`src/rtl/bus_mux_driver_pkg.sv`:
```
// Shared constants for the bus source mux.
// Source indices, widths and FSM state encoding.
package bus_mux_driver_pkg;

  localparam int NUM_SRC    = 24;
  localparam int DATA_WIDTH = 32;
  localparam int SEL_WIDTH  = 5;
  localparam int TIMEOUT    = 15;

  localparam int SRC_R0     = 0;
  localparam int SRC_R15    = 15;
  localparam int SRC_HI     = 16;
  localparam int SRC_LO     = 17;
  localparam int SRC_ZHIGH  = 18;
  localparam int SRC_ZLOW   = 19;
  localparam int SRC_PC     = 20;
  localparam int SRC_MDR    = 21;
  localparam int SRC_INPORT = 22;
  localparam int SRC_CSIGN  = 23;

  typedef enum logic {
    IDLE  = 1'b0,
    DRIVE = 1'b1
  } state_t;

endpackage

```
`src/rtl/bus_mux_driver_prio_encoder.sv`:
```
// Fixed-priority encoder, bit 0 highest.
// req -> idx of lowest set bit, any, multi.
module prio_encoder #(
  parameter int N  = 24,
  parameter int SW = 5
) (
  input  logic [N-1:0]  req,
  output logic [SW-1:0] idx,
  output logic          any,
  output logic          multi
);

  always_comb begin
    idx = '0;
    for (int i = N - 1; i >= 0; i--) begin
      if (req[i]) idx = SW'(i);
    end
  end

  assign any   = |req;
  // clearing the lowest set bit leaves something iff popcount > 1
  assign multi = |(req & (req - N'(1)));

endmodule

```
`src/rtl/bus_mux_driver.sv`:
```
// Registered source-side driver of the 32-bit datapath bus.
// src_out/src_data in; BusMuxOut, valid, sel, busy, sticky flags out.
module bus_mux_driver
  import bus_mux_driver_pkg::*;
#(
  parameter int NUM_SRC    = bus_mux_driver_pkg::NUM_SRC,
  parameter int DATA_WIDTH = bus_mux_driver_pkg::DATA_WIDTH,
  parameter int SEL_WIDTH  = bus_mux_driver_pkg::SEL_WIDTH,
  parameter int TIMEOUT    = bus_mux_driver_pkg::TIMEOUT
) (
  input  logic                          clock,
  input  logic                          clear,
  input  logic [NUM_SRC-1:0]            src_out,
  input  logic [NUM_SRC*DATA_WIDTH-1:0] src_data,
  input  logic                          bus_ack,
  output logic [DATA_WIDTH-1:0]         BusMuxOut,
  output logic                          bus_valid,
  output logic [SEL_WIDTH-1:0]          bus_sel,
  output logic                          busy,
  output logic                          contention,
  output logic                          timeout_err
);

  localparam int CW = (TIMEOUT > 0) ? $clog2(TIMEOUT + 1) : 1;
  localparam logic [CW-1:0] CNT_LAST =
    (TIMEOUT > 0) ? CW'(TIMEOUT - 1) : '0;

  state_t                  state_q, state_d;
  logic [DATA_WIDTH-1:0]   data_d;
  logic                    valid_d, busy_d;
  logic [SEL_WIDTH-1:0]    sel_d;
  logic                    cont_d, terr_d;
  logic [CW-1:0]           cnt_q, cnt_d;

  logic [SEL_WIDTH-1:0]    idx;
  logic                    any, multi;
  logic                    load;

  prio_encoder #(
    .N  (NUM_SRC),
    .SW (SEL_WIDTH)
  ) u_enc (
    .req   (src_out),
    .idx   (idx),
    .any   (any),
    .multi (multi)
  );

  // a new word may be taken from idle, or as an ack retires the old one
  assign load = any && ((state_q == IDLE) || bus_ack);

  always_comb begin
    state_d = state_q;
    data_d  = BusMuxOut;
    valid_d = bus_valid;
    sel_d   = bus_sel;
    busy_d  = busy;
    cont_d  = contention;
    terr_d  = timeout_err;
    cnt_d   = cnt_q;
    unique case (state_q)
      IDLE: begin
        valid_d = 1'b0;
        busy_d  = 1'b0;
      end
      DRIVE: begin
        if (bus_ack) begin
          state_d = IDLE;
          valid_d = 1'b0;
          busy_d  = 1'b0;
          cnt_d   = '0;
        end else if (TIMEOUT != 0) begin
          if (cnt_q == CNT_LAST) begin
            state_d = IDLE;
            valid_d = 1'b0;
            busy_d  = 1'b0;
            terr_d  = 1'b1;
            cnt_d   = '0;
          end else begin
            cnt_d = cnt_q + CW'(1);
          end
        end
      end
      default: state_d = IDLE;
    endcase
    if (load) begin
      state_d = DRIVE;
      data_d  = src_data[idx*DATA_WIDTH +: DATA_WIDTH];
      sel_d   = idx;
      valid_d = 1'b1;
      busy_d  = 1'b1;
      cnt_d   = '0;
      if (multi) cont_d = 1'b1;
    end
  end

  always_ff @(posedge clock) begin
    if (clear) begin
      state_q     <= IDLE;
      BusMuxOut   <= '0;
      bus_valid   <= 1'b0;
      bus_sel     <= '0;
      busy        <= 1'b0;
      contention  <= 1'b0;
      timeout_err <= 1'b0;
      cnt_q       <= '0;
    end else begin
      state_q     <= state_d;
      BusMuxOut   <= data_d;
      bus_valid   <= valid_d;
      bus_sel     <= sel_d;
      busy        <= busy_d;
      contention  <= cont_d;
      timeout_err <= terr_d;
      cnt_q       <= cnt_d;
    end
  end

endmodule

```
`config.mk`:
```
export PLATFORM = sky130hd
export DESIGN_NAME = bus_mux_driver
export DESIGN_NICKNAME = d
export VERILOG_FILES = /design/src/rtl/bus_mux_driver_pkg.sv /design/src/rtl/bus_mux_driver_prio_encoder.sv /design/src/rtl/bus_mux_driver.sv
export SDC_FILE = /design/constraint.sdc
export NUM_CORES = 1
export LEC_CHECK = 0
export CAP_MARGIN = 20
export CELL_PAD_IN_SITES_DETAIL_PLACEMENT = 1
export CELL_PAD_IN_SITES_GLOBAL_PLACEMENT = 1
export CORE_AREA = 2 2 329 331
export DETAILED_ROUTE_END_ITERATION = 6
export DIE_AREA = 0 0 331 333
export MAX_ROUTING_LAYER = met4
export PLACE_DENSITY_LB_ADDON = 0.1
export SLEW_MARGIN = 10
export SYNTH_ARGS = -nofsm -noshare
export SYNTH_HDL_FRONTEND = slang
export SYNTH_HIERARCHICAL = 1
export SYNTH_SLANG_ARGS = --single-unit
```
`constraint.sdc`:
```
create_clock -name clock -period 2.9 [get_ports clock]
set_input_delay 0.58 -clock clock [delete_from_list [all_inputs] [get_ports clock]]
set_output_delay 0.58 -clock clock [all_outputs]
set_load 0.01 [all_outputs]
```
==> results.yml, run 1 <==
status:
  status: "complete, but fails checks"
  violations: "negative setup slack"
sta:
  rsz0062_at_grt: "yes"
  period_needed_ns: 3.21
  fmax_mhz: 312
  worstMarginPinSlew_ns: 0.764
  hold_viol_final: 0
  finClkSkew_ns: 0.00769
  slew_headroom_pct: 49.1
  period_share_pct: 111
  setup_viol: 32
  fin_ws_ns: -0.309
  slew_viol_final: 0
global_routing:
  antenna_found_initial: 19
  grt_pass1_vias: 13814
  grt_use_total_pct: 15.2
  grt_pass1_wl_um: 113000
  grt_max_degree: 46
  grt-ovfl-total: 0
finish:
  nFillCells: 12163
  fin_util_pct: 20.8
  area_delta_synth_final_pct: 166
  final_cell_area_mm2: 0.0222
  fin_nets: 2633
  final_layout_size_suffix_gt1_share_pct: 30.8
  stdcell_count: 3257
yosys:
  synth_seq_cells: 45
  synthTopCellsByArea: "mux4_2, mux2i_1, dfxtp_1"
  synth.distinct_cells: 61
  netlist_instances: 821
  synth_nets: 1618
  ys_seq_area_share_pct: 10.8
  yosys_warnings: 6
  yosysTopAreaCell: "mux4_2"
  synth_ff_type: "dfxtp_1"
  synth_top_area_share_pct: 29.6
  synth_edf_count: 0
  syn_area_mm2: 0.00836
  syn_area_per_cell_um2: 10.2
  async_flop_share_pct: 0
power:
  pwr-share-comb_pct: 69.1
  internal_power_mw: 2.96
  vdd_drop_max_uv: 191
  power_density_mw_per_mm2: 200
  pwr-share-seq_pct: 15.8
  clockPowerShare_pct: 15.1
  cellLeakagePower_nw: 7.52
  swShare_pct: 33.6
  power_switching_mw: 1.49
clocking:
  clk_latency_ns: 0.33
  h-tree-depth: 2
  clkTransAtPathRegs_ns: 0.08
  cts_buffers: 5
  hold_buffers: 0
  clockBufferDepth: 2
  cts_tree: "done"
  cts_sinks: 45
  clockRootBuffer: "clkbuf_16"
min_path:
  hold_path_startpoint: "bus_sel[0]$_SDFFE_PP0P_"
  holdPathStages: 2
  hold_class: "reg -> reg"
  min_to: "bus_sel[0]$_SDFFE_PP0P_"
floorplanning:
  design.core.area_mm2: 0.107
  initial_core_util_pct: 7.84
  die_area_mm2: 0.110
  pin_count: 836
  std_cell_rows: 120
  die_height_um: 333
  die_width_um: 331
worst_setup_path:
  crit_family: "compound AO/OA/AOI/OAI gates"
  cp-start-kind: "input pin"
  reg2reg_slack_ns: 1.17
  crit_required_ns: 3.08
  cp.buffers_inverters: 6
  worstReg2RegStart: "state_q$_SDFF_PP0_"
  criticalPathCategory: "in -> reg"
  reg2reg_depth: 7
  end_kind: "register"
  crit_arrival_ns: 3.38
  crit_path_max_incr_delay_ns: 0.50
  crit_chain: "buf_6 > or3_4 > a211oi_4 > o41ai_4 > a221oi_4 > buf_6 > buf_12 > buf_12 > buf_8 > mux4_2 > a221oi_2 > buf_4 > a211oi_2"
  cp_slowest_cell: "mux4_2"
  crit_fanout: 7
  worstReg2RegEnd: "BusMuxOut[1]$_SDFFE_PP0P_"
place:
  gp_congestion: 0.815
  place_area_mm2: 0.0198
  hpwlAfterDp_um: 72200
  dp_worst_setup_slack_ns: -1.43
  placed_cells: 3158
  port_buffers: 835
drt:
  final_antenna_net_count: 0
  drc: 0
  viasPerCell: 3.66
  drtIter0Drc: 372
  routed_wl_um: 85400
  wl_per_cell_um: 26.2
  vias: 11926
  drtPass1Iterations: 6
run:
  drv_cap: 0
-- registers in the layout, summed over array words and instances, names as in the netlist --
register and flops:
state_q 1, busy 1, cnt_q 4, bus_sel 5
timeout_err 1, BusMuxOut 32, contention 1
-- area by class of cell --
cell class	count	area (um2)	area share, %
antenna	17	42.5	0.192
tap	1403	1760	7.91
inverter	11	47.5	0.214
clock inverter	3	21.3	0.0958
timing repair buffer	1096	11500	51.6
sequential	45	901	4.06
multi-input combinational	677	7860	35.4
clock buffer	5	125	0.563
-- kinds of logic after synthesis --
group,Yosys count,synth area share [%]
buf+inv,100,7.44
compound gates,230,20.3
fa+ha+maj,4,0.554
mux,279,50.8
simple gates,163,10.2
flops,45,10.8
-- worst max path at each step --
stage / slack (ns) / depth (start not counted) / to / start
6_report: -0.31 / 13 / BusMuxOut[25]$_SDFFE_PP0P_ / src_out[8]
3_5_place_dp: -1.43 / 12 / BusMuxOut[18]$_SDFFE_PP0P_ / src_out[18]
2_1_floorplan: -0.04 / 11 / BusMuxOut[21]$_SDFFE_PP0P_ / src_out[10]
5_1_grt: -0.39 / 13 / BusMuxOut[25]$_SDFFE_PP0P_ / src_out[8]
4_1_cts: -0.30 / 13 / BusMuxOut[25]$_SDFFE_PP0P_ / src_out[8]
3_3_place_gp: -1.51 / 12 / BusMuxOut[18]$_SDFFE_PP0P_ / src_out[18]
-- metrics by stage --
| step | TNS [ns] | hold WS (ns) | total power, mW |
|---|---|---|---|
| floorplan | -0.396 | 0.481 | 1.59 |
| CTS | -6.21 | 0.472 | 4.46 |
| detailed placement | -48.36 | 0.459 | 3.42 |
| global placement | -49.41 | 0.447 | 3.41 |
| finish | -4.75 | 0.465 | 4.45 |
| global route | -7.73 | 0.492 | 4.74 |
-- power groups by stage --
stage | sequential (mW) | combinational (mW) | clock [mW]
floorplan | 0.731 | 0.863 | 0
global placement | 0.717 | 2.69 | 0
detailed placement | 0.717 | 2.70 | 0
CTS | 0.704 | 3.02 | 0.741
global route | 0.710 | 3.27 | 0.752
finish | 0.703 | 3.07 | 0.672
-- cell usage after synthesis, drive strengths merged (12+ instances only) --
master,instances
dfxtp,45
buf,63
a22oi,113
a21oi,18
clkbuf,25
mux2i,156
mux4,114
nand3,38
a221oi,13
a31oi,16
a211oi,15
nand2,29
a21o,12
nor2,43
-- metal layers --
layer | part of all wire (%) | GRT usage [%]
met2 | 56 | 29.3
met5 | 0 | -
met3 | 5.5 | 3.15
met1 | 39 | 16.2
met4 | 0.42 | 1.09
-- layout by cell type, fill, tap and decap left out, types with 13 or more instances in the layout --
cell             instances
a21oi_1                 13
a22oi_1                 45
a22oi_2                 68
buf_12                  48
buf_4                  155
buf_6                   34
clkdlybuf4s50_1        810
dfxtp_1                 45
diode_2                 17
mux2i_1                142
mux4_2                 112
nand2_1                 21
nand3_1                 33
nor2_1                  33
-- worst min-delay path, cell delays in order, from the launching register on --
cell and delay [ns]:
dfxtp_1 0.32, nand2_1 0.05, a21oi_1 0.05
-- what timing repair did --
action,CTS,global route
buffers inserted,46,26
cloned,12,6
endpoints found under the setup margin,44,39
pin swaps,78,58
gates resized for setup,232,110
Power figures use the tool's default switching activity.
==> run 2, diff against run 1 <==
CORE_AREA = 2 2 325 327   (was 2 2 329 331)
DIE_AREA = 0 0 327 329   (was 0 0 331 333)
DONT_BUFFER_PORTS = 1   (was unset)
==> run 2 against run 1 <==
  * The run now ends clean
  * Sequential power increased by 7.5%
  * Critical path depth fell by 2
  * Worst setup slack improved by 0.31 ns
  * Utilization down 9.0 points
  * Largest cell class is now multi-input gates
  * Critical path type unchanged
  * Clock skew grew 0.0039 ns
==> results.yml, run 2 (same netlist as run 1, synthesis figures left out) <==
worst_setup_path:
  cp-start-kind: "input pin"
  crit_fanout: 8
  criticalPathCategory: "in -> reg"
  crit_required_ns: 3.11
  crit_arrival_ns: 3.10
  end_kind: "register"
global_routing:
  grt-ovfl-total: 0
  antenna_found_initial: 21
  grt_pass1_wl_um: 79800
  grt_max_degree: 49
  grt_use_total_pct: 11.1
  grt_pass1_vias: 9215
sta:
  slew_headroom_pct: 34.3
  fin_ws_ns: 0.00483
  period_share_pct: 99.8
  slew_viol_final: 0
  fmax_mhz: 345
  worstMarginPinSlew_ns: 0.982
  rsz0062_at_grt: "yes"
  period_needed_ns: 2.90
  finClkSkew_ns: 0.0116
  hold_viol_final: 0
  setup_viol: 0
power:
  power_switching_mw: 1.21
  pwr-share-comb_pct: 51.0
  clockPowerShare_pct: 23.8
  swShare_pct: 40.2
  power_density_mw_per_mm2: 243
  finalPower_mw: 3.00
  pwr-share-seq_pct: 25.2
  cellLeakagePower_nw: 3.61
  vdd_drop_max_uv: 204
  internal_power_mw: 1.79
finish:
  reg.largest.list: "BusMuxOut x32, bus_sel x5, cnt_q x4"
  area_delta_synth_final_pct: 48.0
  final_cell_mix: "mux2i_1, buf_4, mux4_2"
  regMostFlops: "BusMuxOut"
  fin_nets: 1715
  largest_reg_flops: 32
  final_layout_size_suffix_gt1_share_pct: 45.0
  layout_commonest_cell: "mux2i_1"
  fin_util_pct: 11.9
status:
  status: "completed"
drt:
  vias: 8491
  drtPass1Iterations: 4
  viasPerCell: 3.65
  wl_per_cell_um: 26.9
  routed_wl_um: 62700
  final_antenna_net_count: 0
  drtIter0Drc: 418
  drc: 0
floorplanning:
  die_height_um: 329
  std_cell_rows: 119
  die_width_um: 327
  design.core.area_mm2: 0.104
  pin_count: 836
  initial_core_util_pct: 8.01
  die_area_mm2: 0.108
min_path:
  hold_class: "in -> reg"
clocking:
  clockBufferDepth: 2
  cts_buffers: 5
  cts_sinks: 45
  hold_buffers: 0
  h-tree-depth: 2
  clk_latency_ns: 0.34
  clockRootBuffer: "clkbuf_16"
  cts_tree: "done"
  clkTransAtPathRegs_ns: 0.08
run:
  drv_cap: 0
place:
  hpwlAfterDp_um: 53300
  dp_worst_setup_slack_ns: -0.841
  port_buffers: 0
  gp_congestion: 0.779
==> run 2: final timing paths <==
path / startpoint / endpoint / slack [ns] / cells after the start
worst max-delay path: src_out[19] / BusMuxOut[25]$_SDFFE_PP0P_ / 0.005 / 11
worst min-delay path: clear / BusMuxOut[26]$_SDFFE_PP0P_ / 0.32 / 1
worst max register to register: state_q$_SDFF_PP0_ / BusMuxOut[30]$_SDFFE_PP0P_ / 0.90 / 5
worst min register to register: bus_sel[0]$_SDFFE_PP0P_ / bus_sel[0]$_SDFFE_PP0P_ / 0.53 / 2
==> run 2: power by group through the flow <==
stage,clock (mW),combinational [mW],sequential [mW]
2_1_floorplan,0,0.863,0.731
3_3_place_gp,0,1.38,0.782
3_5_place_dp,0,1.37,0.780
4_1_cts,0.796,1.47,0.766
5_1_grt,0.795,1.65,0.769
6_report,0.715,1.53,0.756
==> run 2: layer usage <==
layer	wire, um	share of wire, %	global-route usage [%]
met1	24000	38	12.3
met3	4030	6.4	2.44
met5	0	0	-
met2	33200	53	19.8
met4	1470	2.3	2.82
==> run 2: what timing repair did <==
item,4_1_cts,5_1_grt
cloned,3,6
pin swaps,11,38
setup buffers,8,13
resized for setup,43,89
setup endpoints to repair,32,31
hold endpoints to repair,0,0
==> run 2: metrics by stage <==
step | hold slack (ns) | setup TNS (ns) | cell area [um2] | cells
after floorplan | 0.481 | -0.396 | 8370 | 821
after global placement | 0.529 | -30.08 | 11100 | 2274
after detailed placement | 0.536 | -25.47 | 11100 | 2275
after CTS | 0.278 | -0.270 | 11700 | 2294
after global routing | 0.285 | -0.231 | 12400 | 2323
final | 0.322 | 0 | 12400 | 2328
==> run 2: layout make-up <==
class / count / area, um2
fillers: 12096 / 92000
well taps: 1391 / 1740
flip-flops and latches: 45 / 901
clock inverters: 3 / 22.5
clock buffers: 5 / 125
repair buffers: 179 / 2070
multi-input cells: 676 / 7430
diodes: 18 / 45.0
inverters: 11 / 41.3
==> run 2: worst max-delay path, stage by stage <==
cell and delay (ns):
a2111oi_4 0.35, a211oi_2 0.12, o41ai_2 0.45, a221oi_4 0.12, buf_12 0.18, buf_12 0.13, buf_16 0.15, mux4_2 0.44
a22oi_2 0.21, a21o_1 0.25, a211oi_1 0.10
